[config.mk]
export PLATFORM = sky130hd
export DESIGN_NAME = clk_div_monitor
export DESIGN_NICKNAME = d
export VERILOG_FILES = /design/src/rtl/clk_div_pkg.sv /design/src/rtl/clk_edge_det.sv /design/src/rtl/clk_div_monitor.sv
export SDC_FILE = /design/constraint.sdc
export NUM_CORES = 1
export LEC_CHECK = 0
export ABC_CLOCK_PERIOD_IN_PS = 2350
export CORE_MARGIN = 2
export CORE_UTILIZATION = 43
export CTS_CLUSTER_DIAMETER = 100
export CTS_CLUSTER_SIZE = 8
export DETAILED_ROUTE_END_ITERATION = 8
export DONT_BUFFER_PORTS = 1
export GPL_TIMING_DRIVEN = 0
export PLACE_DENSITY_LB_ADDON = 0.05
export SYNTH_ARGS = -nofsm -noshare
export SYNTH_HDL_FRONTEND = slang
export SYNTH_SLANG_ARGS = --single-unit
export TNS_END_PERCENT = 1
[constraint.sdc]
create_clock -name clk -period 2.35 [get_ports clk]
set_input_delay 0.3525 -clock clk [delete_from_list [all_inputs] [get_ports clk]]
set_output_delay 0.3525 -clock clk [all_outputs]
set_load 0.03 [all_outputs]
[src/rtl/clk_div_pkg.sv]
// Shared types and defaults for divided-clock monitors and their benches.
package clk_div_pkg;

    typedef enum logic [1:0] {
        IDLE   = 2'd0,
        ARM    = 2'd1,
        TRACK  = 2'd2,
        LOCKED = 2'd3
    } state_e;

    // Consecutive good periods before lock, and timeout as a multiple of DIV.
    localparam int DEF_LOCK_CNT     = 4;
    localparam int DEF_TIMEOUT_MULT = 4;

    // Expected length of one phase (high or low) for an even divide ratio.
    function automatic int half_period(input int div);
        return div / 2;
    endfunction

endpackage

[src/rtl/clk_edge_det.sv]
// Two-flop sampler of a slow clock/level signal with rise/fall detection.
module clk_edge_det (
    input  logic clk,
    input  logic rst,
    input  logic sig_i,
    output logic rise_o,
    output logic fall_o
);

    logic s1_q;
    logic s2_q;

    // Sample the input and keep one cycle of history for edge detection.
    always_ff @(posedge clk or posedge rst) begin
        if (rst) begin
            s1_q <= 1'b0;
            s2_q <= 1'b0;
        end else begin
            s1_q <= sig_i;
            s2_q <= s1_q;
        end
    end

    assign rise_o = s1_q & ~s2_q;
    assign fall_o = ~s1_q & s2_q;

endmodule

[src/rtl/clk_div_monitor.sv]
// Measures high/low/period lengths of a divided clock and checks them
// against the expected divide ratio; reports lock, errors and stuck clock.
module clk_div_monitor
    import clk_div_pkg::*;
#(
    parameter int DIV      = 2,
    parameter int CNT_W    = 8,
    parameter int LOCK_CNT = DEF_LOCK_CNT,
    parameter int TIMEOUT  = DEF_TIMEOUT_MULT * DIV,
    parameter int ERR_W    = 16
) (
    input  logic             clk,
    input  logic             rst,
    input  logic             clk_in,
    output logic             locked,
    output logic             err,
    output logic [ERR_W-1:0] err_cnt,
    output logic [CNT_W:0]   period,
    output logic             period_vld,
    output logic             stuck
);

    localparam int GC_W = $clog2(LOCK_CNT + 1);
    localparam logic [CNT_W-1:0] CNT_MAX = '1;
    localparam logic [CNT_W-1:0] H_C     = CNT_W'(half_period(DIV));
    localparam logic [CNT_W-1:0] TO_C    = CNT_W'(TIMEOUT);
    localparam logic [CNT_W-1:0] TO_M1   = CNT_W'(TIMEOUT - 1);
    localparam logic [GC_W-1:0]  LOCK_C  = GC_W'(LOCK_CNT);

    logic rise;
    logic fall;
    logic any_edge;
    logic timeout;
    logic period_done;
    logic good;
    logic [GC_W-1:0] good_cnt_inc;

    state_e           state_q,      state_d;
    logic [CNT_W-1:0] run_cnt_q,    run_cnt_d;
    logic [CNT_W-1:0] high_len_q,   high_len_d;
    logic             high_ok_q,    high_ok_d;
    logic [GC_W-1:0]  good_cnt_q,   good_cnt_d;
    logic             locked_q,     locked_d;
    logic             err_q,        err_d;
    logic [ERR_W-1:0] err_cnt_q,    err_cnt_d;
    logic [CNT_W:0]   period_q,     period_d;
    logic             period_vld_q, period_vld_d;
    logic             stuck_q,      stuck_d;

    clk_edge_det u_edge (
        .clk    (clk),
        .rst    (rst),
        .sig_i  (clk_in),
        .rise_o (rise),
        .fall_o (fall)
    );

    assign any_edge     = rise | fall;
    // An edge in the same cycle always pre-empts a timeout.
    assign timeout      = ~any_edge & (run_cnt_q == TO_M1);
    assign period_done  = rise & ((state_q == TRACK) | (state_q == LOCKED));
    assign good         = high_ok_q & (run_cnt_q == H_C);
    assign good_cnt_inc = good_cnt_q + GC_W'(1);

    // Next-state: run-length measurement, period reporting and lock FSM.
    always_comb begin
        state_d      = state_q;
        high_len_d   = high_len_q;
        high_ok_d    = high_ok_q;
        good_cnt_d   = good_cnt_q;
        period_d     = period_q;
        period_vld_d = 1'b0;
        err_d        = 1'b0;

        if (any_edge) begin
            run_cnt_d = CNT_W'(1);
        end else if (run_cnt_q == CNT_MAX) begin
            run_cnt_d = run_cnt_q;
        end else begin
            run_cnt_d = run_cnt_q + CNT_W'(1);
        end

        if (fall) begin
            high_len_d = run_cnt_q;
            high_ok_d  = (run_cnt_q == H_C);
        end

        if (period_done) begin
            period_d     = {1'b0, high_len_q} + {1'b0, run_cnt_q};
            period_vld_d = 1'b1;
        end

        case (state_q)
            IDLE: begin
                // A rise here belongs to a partial phase and is discarded.
                if (fall) state_d = ARM;
            end
            ARM: begin
                if (rise) begin
                    state_d    = TRACK;
                    good_cnt_d = '0;
                end
            end
            TRACK: begin
                if (period_done) begin
                    if (good) begin
                        good_cnt_d = good_cnt_inc;
                        if (good_cnt_inc == LOCK_C) state_d = LOCKED;
                    end else begin
                        err_d      = 1'b1;
                        good_cnt_d = '0;
                    end
                end else if (timeout) begin
                    err_d   = 1'b1;
                    state_d = IDLE;
                end
            end
            LOCKED: begin
                if (period_done && !good) begin
                    err_d      = 1'b1;
                    state_d    = TRACK;
                    good_cnt_d = '0;
                end else if (timeout) begin
                    err_d   = 1'b1;
                    state_d = IDLE;
                end
            end
            default: state_d = IDLE;
        endcase

        locked_d  = (state_d == LOCKED);
        stuck_d   = (run_cnt_d >= TO_C);
        err_cnt_d = (err_d && (err_cnt_q != '1)) ? err_cnt_q + ERR_W'(1) : err_cnt_q;
    end

    // State and output registers; reset clears everything immediately.
    always_ff @(posedge clk or posedge rst) begin
        if (rst) begin
            state_q      <= IDLE;
            run_cnt_q    <= '0;
            high_len_q   <= '0;
            high_ok_q    <= 1'b0;
            good_cnt_q   <= '0;
            locked_q     <= 1'b0;
            err_q        <= 1'b0;
            err_cnt_q    <= '0;
            period_q     <= '0;
            period_vld_q <= 1'b0;
            stuck_q      <= 1'b0;
        end else begin
            state_q      <= state_d;
            run_cnt_q    <= run_cnt_d;
            high_len_q   <= high_len_d;
            high_ok_q    <= high_ok_d;
            good_cnt_q   <= good_cnt_d;
            locked_q     <= locked_d;
            err_q        <= err_d;
            err_cnt_q    <= err_cnt_d;
            period_q     <= period_d;
            period_vld_q <= period_vld_d;
            stuck_q      <= stuck_d;
        end
    end

    assign locked     = locked_q;
    assign err        = err_q;
    assign err_cnt    = err_cnt_q;
    assign period     = period_q;
    assign period_vld = period_vld_q;
    assign stuck      = stuck_q;

endmodule

==> results by group, run 1 <==
Critical path
  – CP max stage delay: 0.48 ns
  – CP Buf/Inv Count: 1
  – Cell breakdown of the critical path: ha_1 > or4b_4 > nor4_4 > buf_4 > a2bb2oi_4 > mux2_2
  – Setup crit start kind: flop
  – Crit end category: flop
  – Top delay family on crit path: simple AND/OR/NAND/NOR gates
  – WS Path Type: flop to flop
  – Critical Path RT: 2.55 ns
  – Critical path peak fanout: 8
  – Slowest CP cell: or4b_4
  – Worst EP arrival: 2.48 ns

Clock network
  – Num CTS Buffers: 5
  – Clock sink count: between 50 and 60
  – Deepest clock path buffer count: 2
  – Root Driver: clkbuf_8
  – Htree depth: 2
  – CTS clk-pin slew, worst paths: roughly 0.090 ns
  – Skew-Pair Late Insertion Delay: around 0.30 ns
  – TritonCTS clock tree: yes

Floorplanning
  – Core region area: 6310 µm²
  – Die Span Y: 84.7 µm
  – Initial cell density of the core: 44.3%
  – Die X: 84.7 µm
  – Std cell rows: 29
  – I/O Pins: 32
  – Full die area: 7170 µm²

Timing
  – Fmax: between 0.4 and 0.5 GHz
  – Final hold vios: 17
  – Hold WS: -0.0101 ns
  – # setup viols final: 0
  – Worst slew pin tran: 0.607 ns
  – Min cycle time layout: 2.28 ns
  – Final Max Tran Viols: 0
  – Final Skew: 0.00329 ns
  – Final worst slack: around 0.066 ns
  – Worst slew margin: roughly three fifths
  – RSZ-0062 raised after global routing: yes
  – Total negative slack: 0 ns
  – Tcrit/Tclk final: 97.2%

Synthesis
  – Post-synth top flop: dfrtp_1
  – Asr flop ratio synth: 100%
  – Synth Warn #: 0
  – Synthesized net count: 288
  – Synthesized instance count: between 200 and 300
  – Number of distinct library cells after synthesis: 52
  – Synthesized area per cell: ~10 µm²
  – Mapped Area: around 2800 µm²
  – Register area share after synthesis: 47.4%
  – Seq cells post-synth: 53
  – Number of synthesized flops with an enable pin: 0

Worst hold path
  – Hold crit path type: primary input to asynchronous set/reset pin

Routing
  – Routed wl met3: 195 µm
  – M1 WL: 2.46 mm
  – DR vias: 1927
  – Routed wire length on met2: 2.67 mm
  – Avg Vias per Cell: 5.38
  – Post-Route WL: 5.38 mm
  – First-pass DRT Iterations: 4
  – Top layer in use: met4
  – DRC viols: 0
  – DRT antenna net count: 0
  – Routed len/inst: 15.0 µm
  – DRT iter0 DRCs: 87

Outcome
  – Failing checks: negative hold slack
  – Status: finished with violations

Layout
  – Most common cell after layout, fill and taps aside: dfrtp_1
  – P&R area growth vs syn: 9.12%
  – Most frequent cells in the layout: dfrtp_1, nand2_1, nor2_1
  – Share of layout cells above drive strength 1: 14.2%
  – Fin nets: 300
  – Fin util: 48.4%
  – Diode count: 0

Global routing
  – Vias in the first global route: just over 2000
  – First-pass GRT wire length: 9.56 mm
  – Total GRT Usage: 16.7%
  – Total grt overflow: 0
  – Initial antenna violation count: 0
  – Largest net degree at the start of global routing: 28

Power and ir drop
  – Lkg Pwr: 1.42 nW
  – Cell Pwr Density: between 700 and 800 nW/µm²
  – Total power: 0.00237 W
  – Peak supply drop: roughly 0.00054 V

Placed design
  – Pre-CTS WS: ~0.037 ns
  – GP Congestion: 0.799
  – PortBufs: 0
  – Hpwl dp: 3.83 mm

Flow run
  – Max cap viols: 0
-- synthesized netlist by cell type, drive strengths merged (2+ instances only) --
cell type | instances | area [µm²]
a21o | 2 | 15.0
a21oi | 12 | 60.1
a2bb2oi | 2 | 35.0
a31oi | 4 | 25.0
and2 | 2 | 12.5
and3 | 3 | 20.0
and3b | 2 | 17.5
buf | 4 | 33.8
clkbuf | 5 | 18.8
dfrtp | 53 | 1330
ha | 15 | 188
inv | 12 | 45.0
mux2 | 11 | 124
nand2 | 24 | 92.6
nand3 | 13 | 65.1
nand4 | 6 | 37.5
nor2 | 22 | 82.6
nor2b | 4 | 25.0
nor3 | 5 | 30.0
nor4 | 3 | 33.8
o211a | 2 | 20.0
o211ai | 2 | 15.0
o21ai | 16 | 80.1
or2 | 3 | 18.8
xnor2 | 12 | 105
xor2 | 11 | 96.3
-- through the flow --
step,std cells,hold WS (ns),instance area [µm²]
after global routing,358,0.0274,3050
after CTS,354,0.0166,3000
after global placement,346,0.384,2890
final,358,-0.0101,3050
after floorplan,269,0.378,2800
after detailed placement,347,0.349,2910
-- sequential cells by signal, indices dropped and copies added (netlist names) --
| name | flops |
|---|---|
| err | 1 |
| err_cnt | 16 |
| good_cnt_q | 3 |
| high_len_q | 8 |
| high_ok_q | 1 |
| locked | 1 |
| period | 9 |
| period_vld | 1 |
| run_cnt_q | 8 |
| state_q | 2 |
| stuck | 1 |
| u_edge.s1_q | 1 |
| u_edge.s2_q | 1 |
-- routing by layer --
metal,track usage (%),vias up
met5,0,-
met4,5.05,0
met3,3.83,5
met2,28.3,35
met1,21.2,922
li1,-,965
-- worst reg2reg max path, delay by kind of cell, from the launching register on --
family | cells | cell delay, ns
AO/OA/AOI/OAI | 1 | 0.24
adder cells (fa/ha/maj) | 1 | 0.30
buffers and inverters | 1 | 0.18
flip-flops | 1 | 0.40
multiplexers | 1 | 0.36
AND/OR/NAND/NOR | 2 | 0.69
-- final cells by class --
type,count,area [µm²]
multi-input cells,195,1400
repair buffers,5,50.0
flip-flops and latches,53,1330
well taps,77,96.3
plain buffers,9,52.6
inverters,12,45.0
clock buffers,7,86.3
fillers,613,3260
-- cells by family (layout without fill, tap and decap cells) --
logic type,count (synthesis),in the layout,share of synthesized area (%)
AND/OR/NAND/NOR,94,94,17.7
AO/OA/AOI/OAI,50,50,12.0
multiplexers,12,12,4.79
flip-flops,53,53,47.4
buffers and inverters,21,33,3.49
adder cells (fa/ha/maj),16,16,7.42
XOR/XNOR,23,23,7.20
-- power by group --
| group | internal (W) | leakage [nW] | switching (W) |
|---|---|---|---|
| combinational | 0.000222 | 0.672 | 0.000256 |
| clock | 0.000235 | 0.0443 | 0.000293 |
| sequential | 0.00105 | 0.701 | 0.000318 |
-- worst paths after layout --
path                       slack, ns  cells past startpoint                   endpoint             startpoint
setup / recovery                0.07                      6     err_cnt[1]$_DFFE_PP0P_  u_edge.s1_q$_DFF_PP0_
hold / removal                 -0.01                      1      period[1]$_DFFE_PP0N_                    rst
setup reg to reg                0.07                      6     err_cnt[1]$_DFFE_PP0P_  u_edge.s1_q$_DFF_PP0_
hold reg to reg                 0.52                      1      u_edge.s2_q$_DFF_PP0_  u_edge.s1_q$_DFF_PP0_
max in group asynchronous       1.81                      2  good_cnt_q[2]$_DFFE_PP0P_                    rst
min in group clk                0.07                      0      u_edge.s1_q$_DFF_PP0_                 clk_in
-- what timing repair did --
item	in CTS	in global routing
hold buffers	0	0
gates resized for setup	0	4
setup buffers	0	4
endpoints found under the hold margin	0	0
setup endpoints to repair	0	15
Power figures use the tool's default switching activity.
==> inputs of run 2 (changes only) <==
- GPL_TIMING_DRIVEN: 0 -> not set
==> run 2 against run 1 <==
Against the previous run:
- the flow now finishes without violations
- clock power grew 2%
- wire length fell by 2.1%
- worst hold slack better by 0.071 ns
- clock skew is 0.0097 ns higher
- critical path depth fell by 1
- combinational power up 6.1%
- die area did not move
- critical endpoint unchanged
- largest power group unchanged
==> results by group, run 2 (synthesized netlist as in run 1, its figures left out) <==
Timing
  – # setup viols final: 0 (unchanged)
  – RSZ-0062 raised after global routing: yes
  – Hold WS: 0.0609 ns (+0.0710 ns)
  – Tcrit/Tclk final: 94.7% (-2.5 points)
  – Worst slew pin tran: 0.600 ns (-0.00719 ns)
  – Final Skew: 0.0130 ns (+0.00970 ns)
  – Fmax: 0.449 GHz (+2.7%)
  – Final Max Tran Viols: 0 (unchanged)
  – Final hold vios: 0 (-17)
  – Final worst slack: 0.125 ns (+0.0594 ns)
  – Min cycle time layout: 2.23 ns (-0.0594 ns)
  – Worst slew margin: 59.4% (about the same)

Floorplanning
  – Die Span Y: 84.7 µm (unchanged)
  – Die X: 84.7 µm (unchanged)
  – I/O Pins: 32 (unchanged)
  – Std cell rows: 29 (unchanged)
  – Full die area: 7170 µm² (unchanged)
  – Initial cell density of the core: 44.3% (unchanged)
  – Core region area: 6310 µm² (unchanged)

Critical path
  – CP max stage delay: 0.48 ns (about the same)
  – Worst EP arrival: 2.43 ns (-0.05 ns)
  – Crit end category: flop
  – Cell breakdown of the critical path: ha_1 > or4b_4 > nor4_4 > a2bb2oi_4 > mux2_2
  – Slowest CP cell: or4b_4
  – Critical path peak fanout: 8 (unchanged)
  – Setup crit start kind: flop
  – Critical Path RT: 2.56 ns (about the same)
  – WS Path Type: flop to flop
  – CP Buf/Inv Count: 0 (-1)
  – Top delay family on crit path: simple AND/OR/NAND/NOR gates

Clock network
  – Deepest clock path buffer count: 2 (unchanged)
  – Clock sink count: 53 (unchanged)
  – Postcts setup bufs: 0 (unchanged)
  – Skew-Pair Late Insertion Delay: 0.31 ns (about the same)
  – Num CTS Buffers: 5 (unchanged)
  – CTS clk-pin slew, worst paths: 0.10 ns (about the same)
  – Root Driver: clkbuf_8
  – TritonCTS clock tree: yes
  – Htree depth: 2 (unchanged)

Routing
  – Post-Route WL: 5.27 mm (-2.1%)
  – Avg Vias per Cell: 5.36 (-0.46%)
  – DRT antenna net count: 0 (unchanged)
  – Routed len/inst: 14.5 µm (-3.4%)
  – DR vias: 1945 (+0.93%)
  – First-pass DRT Iterations: 4 (unchanged)
  – DRT iter0 DRCs: 94 (+8.0%)
  – DRC viols: 0 (unchanged)

Power and ir drop
  – Total power: 0.00241 W (+1.4%)
  – Cell Pwr Density: 781 nW/µm² (+0.42%)
  – Lkg Pwr: 1.46 nW (+2.9%)
  – Peak supply drop: 0.000531 V (-2.2%)

Global routing
  – First-pass GRT wire length: 8.91 mm (-6.7%)
  – Largest net degree at the start of global routing: 48 (+71%)
  – Vias in the first global route: 1877 (-7.6%)
  – Total grt overflow: 0 (unchanged)
  – Total GRT Usage: 15.7% (-1.0 points)
  – Initial antenna violation count: 0 (unchanged)

Layout
  – Diode count: 0 (unchanged)
  – Largest register FFs: 16 (unchanged)
  – Fin util: 48.8% (+0.46 points)
  – Share of layout cells above drive strength 1: 16.8% (+2.5 points)
  – P&R area growth vs syn: 10.2%
  – Most frequent cells in the layout: dfrtp_1, nand2_1, nor2_1
  – Fin nets: 304 (+1.3%)
  – Final Cell Area: 3080 µm² (+0.94%)
  – Most common cell after layout, fill and taps aside: dfrtp_1

Worst hold path
  – Hold crit path type: primary input to flop

Placed design
  – Hpwl dp: 3.83 mm (about the same)
  – PortBufs: 0 (unchanged)
  – Pre-CTS WS: 0.109 ns (+0.0726 ns)
  – GP Congestion: 0.799 (about the same)
  – Placed inst area: 2970 µm² (+1.9%)

Outcome
  – Status: completed

Flow run
  – Max cap viols: 0 (unchanged)
-- run 2: report_power, final --
group / internal (W) / switching (W) / leakage, nW
Combinational: 0.000238 / 0.000269 / 0.706
Clock: 0.000239 / 0.000301 / 0.0512
Sequential: 0.00105 / 0.000307 / 0.701
Total: 0.00153 / 0.000877 / 1.46
-- run 2: final timing paths --
path | end | slack, ns | cells past startpoint | startpoint
max | err_cnt[1]$_DFFE_PP0P_ | 0.12 | 5 | u_edge.s1_q$_DFF_PP0_
min | u_edge.s1_q$_DFF_PP0_ | 0.06 | 0 | clk_in
max reg2reg | err_cnt[1]$_DFFE_PP0P_ | 0.12 | 5 | u_edge.s1_q$_DFF_PP0_
min reg2reg | u_edge.s2_q$_DFF_PP0_ | 0.42 | 0 | u_edge.s1_q$_DFF_PP0_
max in group asynchronous | good_cnt_q[0]$_DFFE_PP0P_ | 1.16 | 3 | rst
min in group asynchronous | err_cnt[2]$_DFFE_PP0P_ | 0.36 | 2 | rst
-- run 2: per-layer routing --
layer / GRT usage, % / vias up / share of wire [%]
li1: - / 977 / -
met1: 19.1 / 928 / 46
met2: 27.4 / 33 / 48
met3: 4.03 / 7 / 4.2
met4: 4.33 / 0 / 1.2
met5: 0 / - / 0
-- run 2: repair_timing --
item / CTS / global route
hold buffers: 1 / 0
setup endpoints to repair: 0 / 6
endpoints found under the hold margin: 6 / 0
resized for setup: 0 / 1
-- run 2: through the flow --
stage	std cells	setup TNS [ns]
global route	363	-0.0219
global placement	354	0
floorplan	269	0
finish	363	0
CTS	363	0
detailed placement	354	0
-- run 2: layout make-up --
class / count / area [µm²]
timing repair buffer: 18 / 138
clock inverter: 2 / 13.8
sequential: 53 / 1330
clock buffer: 6 / 82.6
inverter: 12 / 45.0
fill: 598 / 3230
tap: 77 / 96.3
multi-input combinational: 195 / 1380
